**src/rtl/trg_pkg.sv**
```systemverilog
// Shared opcode constants, FSM state type and level limits for the trigger controller.
package trg_pkg;

  localparam logic [7:0] OPC_RESET    = 8'h00;
  localparam logic [7:0] OPC_ARM      = 8'h01;
  localparam logic [7:0] OPC_TRG_BASE = 8'hC0;

  localparam int                    LVL_W_DFLT = 2;
  localparam logic [LVL_W_DFLT-1:0] LVL_MAX    = '1;

  typedef enum logic [1:0] {IDLE, ARMED, FIRED} trg_state_t;

endpackage

```
**src/rtl/trg_ctrl_opc_dec.sv**
```systemverilog
// Combinational opcode decoder: 0xC0|(n<<2)|k -> one-hot per-stage load strobe.
module trg_opc_dec
  import trg_pkg::*;
#(
  parameter int NUM_STAGES = 4
) (
  input  logic [7:0]            opc,
  output logic                  srst,
  output logic                  arm,
  output logic                  load,
  output logic [NUM_STAGES-1:0] mask,
  output logic [NUM_STAGES-1:0] val,
  output logic [NUM_STAGES-1:0] cfg
);

  logic       hit;
  logic [1:0] n, k;

  assign n    = opc[3:2];
  assign k    = opc[1:0];
  assign hit  = (opc[7:4] == OPC_TRG_BASE[7:4]) && (k != 2'd3);
  assign srst = (opc == OPC_RESET);
  assign arm  = (opc == OPC_ARM);

  // Stages beyond NUM_STAGES have no generated strobe, so they decode to nothing.
  for (genvar s = 0; s < NUM_STAGES; s++) begin : g_stage
    assign mask[s] = hit && (n == 2'(s)) && (k == 2'd0);
    assign val[s]  = hit && (n == 2'(s)) && (k == 2'd1);
    assign cfg[s]  = hit && (n == 2'(s)) && (k == 2'd2);
  end

  assign load = |{mask, val, cfg};

endmodule

```
**src/rtl/trg_ctrl.sv**
```systemverilog
// Trigger controller: command decode into stage load strobes, arm/reset, level counter and IDLE/ARMED/FIRED FSM.
module trg_ctrl
  import trg_pkg::*;
#(
  parameter int NUM_STAGES = 4,
  parameter int LVL_W      = LVL_W_DFLT,
  parameter int CMD_W      = 32
) (
  input  logic                  clk_i,
  input  logic                  rst_i,
  input  logic [7:0]            opc_i,
  input  logic [CMD_W-1:0]      cmd_i,
  input  logic                  exe_i,
  input  logic                  stb_i,
  output logic [CMD_W-1:0]      cmd_o,
  output logic [NUM_STAGES-1:0] set_mask_o,
  output logic [NUM_STAGES-1:0] set_val_o,
  output logic [NUM_STAGES-1:0] set_cfg_o,
  output logic                  arm_o,
  output logic [LVL_W-1:0]      lvl_o,
  input  logic [NUM_STAGES-1:0] match_i,
  input  logic [NUM_STAGES-1:0] run_i,
  output logic                  armed_o,
  output logic                  run_o
);

  logic                  d_srst, d_arm, d_load;
  logic [NUM_STAGES-1:0] d_mask, d_val, d_cfg;
  trg_state_t            state;

  trg_opc_dec #(.NUM_STAGES(NUM_STAGES)) u_dec (
    .opc  (opc_i),
    .srst (d_srst),
    .arm  (d_arm),
    .load (d_load),
    .mask (d_mask),
    .val  (d_val),
    .cfg  (d_cfg)
  );

  always_ff @(posedge clk_i) begin
    if (rst_i) begin
      state      <= IDLE;
      cmd_o      <= '0;
      set_mask_o <= '0;
      set_val_o  <= '0;
      set_cfg_o  <= '0;
      arm_o      <= 1'b0;
      lvl_o      <= '0;
      armed_o    <= 1'b0;
      run_o      <= 1'b0;
    end else begin
      set_mask_o <= exe_i ? d_mask : '0;
      set_val_o  <= exe_i ? d_val  : '0;
      set_cfg_o  <= exe_i ? d_cfg  : '0;
      arm_o      <= 1'b0;
      run_o      <= 1'b0;
      if (exe_i && d_load) cmd_o <= cmd_i;
      // Arm/soft reset take precedence over any strobe in the same cycle.
      if (exe_i && d_srst) begin
        state   <= IDLE;
        lvl_o   <= '0;
        armed_o <= 1'b0;
      end else if (exe_i && d_arm) begin
        state   <= ARMED;
        lvl_o   <= '0;
        arm_o   <= 1'b1;
        armed_o <= 1'b1;
      end else if (state == ARMED && stb_i) begin
        if (|run_i) begin
          state   <= FIRED;
          run_o   <= 1'b1;
          armed_o <= 1'b0;
        end else if (|match_i && lvl_o != '1) begin
          lvl_o <= lvl_o + LVL_W'(1);
        end
      end
    end
  end

endmodule

```
**config.mk**
```make
export PLATFORM = sky130hd
export DESIGN_NAME = trg_ctrl
export DESIGN_NICKNAME = d
export VERILOG_FILES = /design/src/rtl/trg_pkg.sv /design/src/rtl/trg_ctrl_opc_dec.sv /design/src/rtl/trg_ctrl.sv
export SDC_FILE = /design/constraint.sdc
export NUM_CORES = 1
export LEC_CHECK = 0
export ABC_AREA = 1
export CAP_MARGIN = 20
export CORE_UTILIZATION = 36
export CTS_BUF_LIST = sky130_fd_sc_hd__clkbuf_4 sky130_fd_sc_hd__clkbuf_8
export DETAILED_ROUTE_END_ITERATION = 10
export PLACE_DENSITY_LB_ADDON = 0.05
export SETUP_SLACK_MARGIN = 0.3
export SYNTH_ARGS = -nofsm -noshare
export SYNTH_HDL_FRONTEND = slang
export SYNTH_HIERARCHICAL = 1
export SYNTH_SLANG_ARGS = --single-unit
```
**constraint.sdc**
```tcl
create_clock -name clk_i -period 1.1 [get_ports clk_i]
set_input_delay 0.165 -clock clk_i [delete_from_list [all_inputs] [get_ports clk_i]]
set_output_delay 0.165 -clock clk_i [all_outputs]
set_load 0.05 [all_outputs]
```
==> impl_metrics.csv <==
group,metric,value,unit
outcome,outcome,"finished, final reports clean",
yosys,synthCells,254,
die,die_height,74.5,um
setup_path,cp_max_fo,8,
yosys,yosys_warnings,6,
timing,tightest_slew,0.361,ns
layout,n_antenna_cell,0,
detailed_routing,drc,0,
layout,area_delta_synth_final,142,%
timing,hold_viol_final,0,
timing,min_period,1.05,ns
timing,rsz0062_at_grt,"true",
cts,cts_sinks,50,
yosys,synth-edff-count,0,
setup_path,max_stage_delay,0.16,ns
setup_path,critical_path_class,"input port to flip-flop",
pwr,p_leak,0.00181,uW
die,start_util,37.3,%
die,num_io_pins,101,
die,core_region_area,5070,um^2
detailed_routing,vias,2297,
cts,cts_tree,"done",
detailed_routing,wl_per_cell,16.3,um
job,maxCapViolations,0,
yosys,synth.top_cell.area_share,52.8,%
timing,max_freq,957,MHz
cts,root_buffer,"clkbuf_8",
yosys,ys_seq_area_share,52.8,%
die,dieArea,5560,um^2
pwr,ir_worst_vdd,0.559,mV
yosys,yosys_most_used_dff,"dfxtp_1",
setup_path,cp.required,1.29,ns
grt,antenna_found_initial,0,
cts,cts_buffer_depth,2,
pwr,powerDensity,811,nW/um^2
timing,finalCritPeriodShare,95.0,%
yosys,synth.cells.most_frequent,"102 x nor2_1, 50 x dfxtp_1, 22 x o21ai_0",
setup_path,crit_chain,"buf_6, nor2_4, nand2_2, nor2_4, nand2_4, buf_6, buf_12, o21ai_2, nor2_1",
yosys,syn-num-nets,307,
grt,grt_pass1_wl,9920,um
grt,grt_pass1_vias,2120,
layout,final_layout_size_suffix_gt1_share,62.1,%
yosys,ys_ff_latch,50,
yosys,syn_area,1890,um^2
detailed_routing,initialDrtViolationCount,69,
setup_path,cp.arrival,1.24,ns
layout,final_cells,471,
yosys,synth_cell_type_count,23,
hold_path,hold_class,"input port to flip-flop",
yosys,synth.area.top_cells,"dfxtp_1 53%, nor2_1 20%, o21ai_0 5.8%, inv_1 3.8%, nand2_1 3.8%",
placement,dp.cells,432,
detailed_routing,drtAntennaViolNets,0,
timing,slew_headroom,75.9,%
placement,hpwlAfterDp,3920,um
timing,skew,0.00607,ns
setup_path,start_kind,"input port",
yosys,yosysMostFrequentCell,"nor2_1",
detailed_routing,routed_wl,7700,um
cts,h-tree-depth,2,
yosys,async_flop_share,0,%
yosys,syn_avg_cell_area,7.46,um^2
timing,setup_viol,0,
setup_path,worst_setup_path_end_kind,"flip-flop",
grt,grtUsageTotal,24.3,%
detailed_routing,drtPass1Iterations,4,
die,die-width,74.5,um
placement,place.gp.congestion,0.797,
cts,cts_buffers,5,
layout,fin_nets,453,
cts,clk_latency,0.30,ns
layout,fillers,216,
cts,path_clk_slew,0.08,ns
grt,gr-total-overflow,0,
detailed_routing,viasPerCell,4.88,
placement,io_buffers,100,
timing,finalMaxSlewViolations,0,
layout,fin_util,90.3,%
die,rows,26,
grt,grt_max_degree,15,
setup_path,worst_path_max_delay_cell,"nor2_4",
yosys,yosysTopAreaCell,"dfxtp_1",
## report_power, final
group,switching [uW],internal (uW)
combinational,339,415
clock,585,528
sequential,24.9,1820
total,949,2760
## stage by stage
stage | hold WS [ns] | power [uW] | TNS (ns) | cell area (um^2) | worst slack, ns
final | 0.336 | 3710 | 0 | 4580 | 0.0549
after global routing | 0.346 | 3850 | 0 | 4580 | 0.0334
after CTS | 0.295 | 3640 | 0 | 4340 | 0.0995
after detailed placement | 0.482 | 2440 | -20.49 | 3630 | -0.466
after global placement | 0.468 | 2430 | -19.08 | 3630 | -0.423
after floorplan | 0.311 | 2080 | 0 | 1960 | 0.0928
## placed cells by master, fill, tap and decap left out, drive strengths merged
master	instances
nor2	104
buf	104
dfxtp	50
clkdlybuf4s50	40
o21ai	32
inv	21
nand2	20
clkbuf	9
nand3	7
nor3	3
a21oi	2
clkinv	1
a31o	1
ha	1
bufbuf	1
clkdlybuf4s15	1
dlygate4sd2	1
dlymetal6s2s	1
or2	1
nand4	1
## state kept, by name (all words and copies together) (netlist names)
| name | cells |
|---|---|
| cmd_o | 32 |
| set_cfg_o | 4 |
| set_mask_o | 4 |
| set_val_o | 4 |
| lvl_o | 2 |
| state | 2 |
| arm_o | 1 |
| run_o | 1 |
## logic make-up after synthesis
| logic type | Yosys count | synth area share (%) |
|---|---|---|
| compound gates | 35 | 9.45 |
| fa+ha+maj | 1 | 0.660 |
| buf+inv | 32 | 7.86 |
| flops | 50 | 52.8 |
| simple gates | 136 | 29.2 |
## routing by layer
metal	track usage [%]	share of wire, %	up-vias
li1	-	-	1083
met1	24.6	34	1092
met2	46.9	57	101
met3	5.01	5.9	21
met4	11.1	3.1	0
met5	0	0	-
## layout make-up
class                      instances  area (um^2)  area share, %
clock buffer                       8         91.3           1.99
inverter                          22         97.6           2.13
multi-input combinational        172         1100           24.1
sequential                        50         1070           23.5
tap                               70         87.6           1.91
timing repair buffer             149         2130           46.4
## path summary, 6_finish.rpt
kind,from,to,slack [ns],cells past startpoint
max,opc_i[4],cmd_o[27],0.05,9
min reg2reg,cmd_o[15],cmd_o[15],0.51,2
min,opc_i[6],set_val_o[1],0.34,5
max reg2reg,state[0],state[0],0.12,4
## critical path: cells and delay by family
| family | cells | cell delay [ns] |
|---|---|---|
| buffers and inverters | 3 | 0.38 |
| AND/OR/NAND/NOR | 5 | 0.55 |
| AO/OA/AOI/OAI | 1 | 0.13 |
## timing repair
action | in CTS | in global routing
gates resized for setup | 156 | 48
pin swaps | 36 | 28
hold endpoints to repair | 0 | 0
gates cloned | 5 | 1
hold buffers | 0 | 0
buffers inserted | 22 | 3
setup endpoints to repair | 99 | 99
No activity file was read; power rests on OpenSTA's default activity.
